**config.mk**
```make
export PLATFORM = sky130hd
export DESIGN_NAME = lbp_stream_extractor
export DESIGN_NICKNAME = d
export VERILOG_FILES = /design/src/rtl/lbp_stream_extractor.sv
export SDC_FILE = /design/constraint.sdc
export NUM_CORES = 1
export LEC_CHECK = 0
export CORE_MARGIN = 2
export CORE_UTILIZATION = 60
export CTS_CLUSTER_DIAMETER = 150
export DETAILED_ROUTE_END_ITERATION = 16
export HOLD_SLACK_MARGIN = 0.05
export PLACE_DENSITY = 0.88
export SYNTH_ARGS = -nofsm -noshare
export SYNTH_HDL_FRONTEND = slang
export SYNTH_SLANG_ARGS = --single-unit
```
**constraint.sdc**
```tcl
create_clock -name clk -period 9.6 [get_ports clk]
set_input_delay 0.96 -clock clk [delete_from_list [all_inputs] [get_ports clk]]
set_output_delay 0.96 -clock clk [all_outputs]
set_load 0.05 [all_outputs]
```
**src/rtl/lbp_stream_extractor.sv**
```systemverilog
// Streaming multi-channel local-binary-pattern extractor.
// Each channel keeps its own sliding window (last sample, partial pattern,
// fill count) in a per-channel slot; the top muxes the addressed slot into a
// single valid/ready output register.

// Per-channel window state and next-pattern computation.
module lbp_ch_slot #(
   parameter int SAMPLE_SIZE = 16,
   parameter int LBP_SIZE    = 6,
   parameter bit SIGNED      = 1'b0,
   parameter int FILL_W      = 3
) (
   input  logic                   clk,
   input  logic                   rst,
   input  logic                   clear_i,
   input  logic                   we_i,
   input  logic [SAMPLE_SIZE-1:0] sample_i,
   output logic [LBP_SIZE-1:0]    pattern_o,
   output logic                   emit_o
);
   localparam logic [FILL_W-1:0] FILL_MAX = FILL_W'(LBP_SIZE + 1);

   logic [SAMPLE_SIZE-1:0] last_q, last_d;
   logic [LBP_SIZE-2:0]    hist_q, hist_d;
   logic [FILL_W-1:0]      fill_q, fill_d;
   logic [FILL_W-1:0]      fill_eff, fill_inc;
   logic [LBP_SIZE-2:0]    hist_eff;
   logic                   le;
   logic                   first;

   // Compare bit: previous sample <= new sample, in the configured number format.
   generate
      if (SIGNED) begin : g_signed
         assign le = ($signed(last_q) <= $signed(sample_i));
      end else begin : g_unsigned
         assign le = (last_q <= sample_i);
      end
   endgenerate

   // Clear takes effect before a coincident sample, so the sample sees an empty window.
   always_comb begin
      fill_eff  = clear_i ? '0 : fill_q;
      hist_eff  = clear_i ? '0 : hist_q;
      first     = (fill_eff == '0);
      fill_inc  = (fill_eff >= FILL_MAX) ? FILL_MAX : fill_eff + FILL_W'(1);
      pattern_o = {hist_eff, le};
      emit_o    = (fill_inc >= FILL_MAX);
   end

   // Next-state: a write shifts the compare bit in; the very first sample only seeds last_q.
   always_comb begin
      last_d = last_q;
      hist_d = hist_eff;
      fill_d = fill_eff;
      if (we_i) begin
         last_d = sample_i;
         fill_d = fill_inc;
         hist_d = first ? '0 : pattern_o[LBP_SIZE-2:0];
      end
   end

   // Window state registers.
   always_ff @(posedge clk or posedge rst) begin
      if (rst) begin
         last_q <= '0;
         hist_q <= '0;
         fill_q <= '0;
      end else begin
         last_q <= last_d;
         hist_q <= hist_d;
         fill_q <= fill_d;
      end
   end
endmodule

module lbp_stream_extractor #(
   parameter int SAMPLE_SIZE  = 16,
   parameter int LBP_SIZE     = 6,
   parameter int NUM_CHANNELS = 4,
   parameter bit SIGNED       = 1'b0,
   parameter int CH_W         = (NUM_CHANNELS > 1) ? $clog2(NUM_CHANNELS) : 1
) (
   input  logic                   clk,
   input  logic                   rst,
   input  logic                   clear,
   input  logic                   in_valid,
   output logic                   in_ready,
   input  logic [CH_W-1:0]        in_ch,
   input  logic [SAMPLE_SIZE-1:0] sample_data,
   output logic                   out_valid,
   input  logic                   out_ready,
   output logic [CH_W-1:0]        out_ch,
   output logic [LBP_SIZE-1:0]    pattern
);
   localparam int             FILL_W = $clog2(LBP_SIZE + 2);
   localparam logic [CH_W:0]  NCH    = (CH_W + 1)'(NUM_CHANNELS);

   logic [NUM_CHANNELS-1:0][LBP_SIZE-1:0] slot_pat;
   logic [NUM_CHANNELS-1:0]               slot_emit;
   logic [NUM_CHANNELS-1:0]               slot_we;

   logic                accept, in_range, load;
   logic [LBP_SIZE-1:0] sel_pat;
   logic                sel_emit;

   logic                out_valid_q, out_valid_d;
   logic [CH_W-1:0]     out_ch_q, out_ch_d;
   logic [LBP_SIZE-1:0] pattern_q, pattern_d;

   assign in_ready = !out_valid_q || out_ready;
   assign accept   = in_valid && in_ready;
   assign in_range = ({1'b0, in_ch} < NCH);

   // One window slot per channel; only the addressed slot is written.
   genvar gi;
   generate
      for (gi = 0; gi < NUM_CHANNELS; gi++) begin : g_ch
         assign slot_we[gi] = accept && in_range && (in_ch == CH_W'(gi));
         lbp_ch_slot #(
            .SAMPLE_SIZE (SAMPLE_SIZE),
            .LBP_SIZE    (LBP_SIZE),
            .SIGNED      (SIGNED),
            .FILL_W      (FILL_W)
         ) u_slot (
            .clk       (clk),
            .rst       (rst),
            .clear_i   (clear),
            .we_i      (slot_we[gi]),
            .sample_i  (sample_data),
            .pattern_o (slot_pat[gi]),
            .emit_o    (slot_emit[gi])
         );
      end
   endgenerate

   // Select the addressed slot by compare so out-of-range indices never index the arrays.
   always_comb begin
      sel_pat  = '0;
      sel_emit = 1'b0;
      for (int i = 0; i < NUM_CHANNELS; i++) begin
         if (in_ch == CH_W'(i)) begin
            sel_pat  = slot_pat[i];
            sel_emit = slot_emit[i];
         end
      end
   end

   assign load = accept && in_range && sel_emit;

   // Output register: drain on transfer, reload from the same cycle's accept with no bubble.
   always_comb begin
      out_valid_d = out_valid_q;
      out_ch_d    = out_ch_q;
      pattern_d   = pattern_q;
      if (out_valid_q && out_ready) out_valid_d = 1'b0;
      if (load) begin
         out_valid_d = 1'b1;
         out_ch_d    = in_ch;
         pattern_d   = sel_pat;
      end
   end

   // Output holding register.
   always_ff @(posedge clk or posedge rst) begin
      if (rst) begin
         out_valid_q <= 1'b0;
         out_ch_q    <= '0;
         pattern_q   <= '0;
      end else begin
         out_valid_q <= out_valid_d;
         out_ch_q    <= out_ch_d;
         pattern_q   <= pattern_d;
      end
   end

   assign out_valid = out_valid_q;
   assign out_ch    = out_ch_q;
   assign pattern   = pattern_q;
endmodule

```
==> results.ini <==
[critical_path]
cp_num_buf_inv=1
max_stage_delay_ns=1.09
crit_type=in2reg
cp_max_fo=38
cp.required_ns=9.82
critPathSlowestCell=nand3_1
cp-end-kind=register
cp.arrival_ns=3.56
critical-path-top-delay-family=simple AND/OR/NAND/NOR gates
crit_chain=clkdlybuf4s50_1, nand3_1, nor3_1, a21oi_1
worst_setup_path_start_kind=primary input

[outcome]
status=finished clean

[yosys]
synthDistinctLibCells=53
synthArstFlopShare_pct=100
synth-compound-area-share_pct=15.9
syn_nets=724
yosysWarnings=0
ys_ff_latch=105
synth_mux_area_share_pct=2.27
synth_top_family_by_area=simple AND/OR/NAND/NOR gates
synth-adder-area-share_pct=16.0
synthFlopType=dfrtp_1
syn-mean-instance-area_um2=9.52
synthSimpleGateAreaFrac_pct=17.0
yosysSeqAreaShare_pct=44.2
synth_edf_count=0
synth_area_mm2=0.00595
synthXorXnorAreaFrac_pct=0
synth_cells=625

[routing]
drtAntennaViolNets=0
route.vias.total=4740
firstDrtPassIters=5
wl_um=13300
first_iter_violations=335
drcViolationCount=0
viasPerCell=6.04
wire_per_inst_um=17.0

[timing]
tightest_slew_ns=1.27
fmax_ghz=0.299
finalSetupViolCount=0
hold_violations=0
period_minus_slack_ns=3.34
holdWs_ns=0.497
skew_ns=0.0102
fin_tns_setup_ns=0
drv_slew=0
rsz0062_at_grt=no
slew-limit-headroom_pct=15.3
finalCritPeriodShare_pct=34.8

[cells_and_area]
nets=746
diodes=0
syn2layout_area_growth_pct=10.2
design_area_mm2=0.00656
n_fill_cell=726
utilization_pct=67.7
layout-drive-gt1-share_pct=6.44
layout_common_cells=105 x nand2_1, 105 x dfrtp_1, 82 x o21ai_0

[die]
die_x_um=104
die_y_um=104
start_util_pct=61.4
core_mm2=0.00968
rows=36
ios=33
die_area_mm2=0.0107

[hold_path]
min_path_type=reg2reg

[global_routing]
gr-total-overflow=0
antenna_found_initial=0
grt_pass1_wl_um=22600
grt_usage_pct=26.5
grt_start_max_net_pins=55
grt_pass1_vias=4791

[clocking]
path_clk_slew_ns=0.10
cts.sinks=105
post_cts_buffers=0
cts_root_buffer=clkbuf_8
clk_latency_ns=0.39
postCtsHoldBufs=0
cts_resized=0
tritoncts=yes
cts_inserted_buffers=9
htreeDepth=3
clockBufferDepth=2

[power]
p_leak_nw=3.14
p_per_area_mw_per_mm2=168
peakVddDrop_v=0.000101

[place]
gp_congestion=0.887
port_buffers=32
placed_cell_area_mm2=0.00633
place_hpwl_um=9420

[job]
cap_violations=0

## registers in the layout (all words and copies together), names as in the netlist
register / count
g_ch.u_slot.fill_q: 12
out_ch: 2
pattern: 6
g_ch.u_slot.last_q: 64
out_valid: 1
g_ch.u_slot.hist_q: 20
## synthesized netlist by cell type, drive strengths merged (2+ instances only)
master  count  area, µm²
o22ai       3       25.0
o21ai      88        440
a21o        5       37.5
a31oi       2       12.5
or2         2       12.5
or3b        2       17.5
nand2     105        394
dfrtp     105       2630
or3         2       12.5
a22oi       3       22.5
mux2        4       45.0
nor2b       8       50.1
nor3        3       20.0
nor4        3       18.8
a21oi      46        234
nor3b       2       20.0
nand3      26        130
inv        40        150
clkbuf     24        130
nand3b      7       52.6
o211ai      5       37.5
nand4      11       68.8
mux4        4       90.1
ha         76        951
a21boi      2       18.8
nor2       14       65.1
a211oi      2       15.0
nand2b     12       75.1
a31o        3       26.3
and4        5       46.3
## cell families after synthesis
family	Yosys count
compound gates	167
buf+inv	64
flops	105
mux	8
fa+ha+maj	76
simple gates	205
## tightest hold or removal path: stages, from the launching register on
cell     delay [ns]
dfrtp_1        0.36
nand2_1        0.05
o21ai_0        0.06
## final cells by class
cell class / count / area, µm² / area share, %
inverters: 40 / 153 / 2.33
repair buffers: 35 / 343 / 5.23
flip-flops and latches: 105 / 2630 / 40.1
well taps: 133 / 166 / 2.54
clock inverters: 7 / 103 / 1.56
multi-input cells: 456 / 3040 / 46.4
clock buffers: 9 / 124 / 1.89
## per-stage QoR
stage,power [W],instances,worst slack (ns)
2_1_floorplan,0.000711,625,5.88
3_5_place_dp,0.000792,769,5.94
3_3_place_gp,0.000769,769,5.98
6_report,0.00110,785,6.26
5_1_grt,0.00116,785,5.97
4_1_cts,0.00110,785,6.27
## path summary, 6_finish.rpt
kind,start,endpoint,slack [ns],depth (start not counted)
hold reg to reg,g_ch[2].u_slot.last_q[3]$_DFFE_PP0P_,g_ch[2].u_slot.last_q[3]$_DFFE_PP0P_,0.50,2
setup / recovery,in_ch[0],g_ch[3].u_slot.fill_q[0]$_DFF_PP0_,6.26,4
setup reg to reg,g_ch[2].u_slot.last_q[14]$_DFFE_PP0P_,g_ch[2].u_slot.hist_q[0]$_DFF_PP0_,7.10,7
max in group asynchronous,rst,g_ch[2].u_slot.fill_q[1]$_DFF_PP0_,7.48,3
hold / removal,g_ch[2].u_slot.last_q[3]$_DFFE_PP0P_,g_ch[2].u_slot.last_q[3]$_DFFE_PP0P_,0.50,2
min in group asynchronous,rst,g_ch[1].u_slot.last_q[13]$_DFFE_PP0P_,1.00,2
## layer usage
metal	share of wire [%]	track usage [%]	up-vias	wire length, µm
met4	2.1	12.4	0	278
met1	42	34.4	2334	5650
met2	51	44.3	145	6760
li1	-	-	2239	-
met5	0	0	-	0
met3	4.9	3.40	22	651
## power by group
part / total (W) / switching [W] / internal [W] / leakage, nW
registers: 0.000530 / 0.0000328 / 0.000498 / 1.36
logic: 0.000258 / 0.000156 / 0.000102 / 1.67
clock network: 0.000314 / 0.000165 / 0.000149 / 0.110
(Power assumes the default switching activity.)
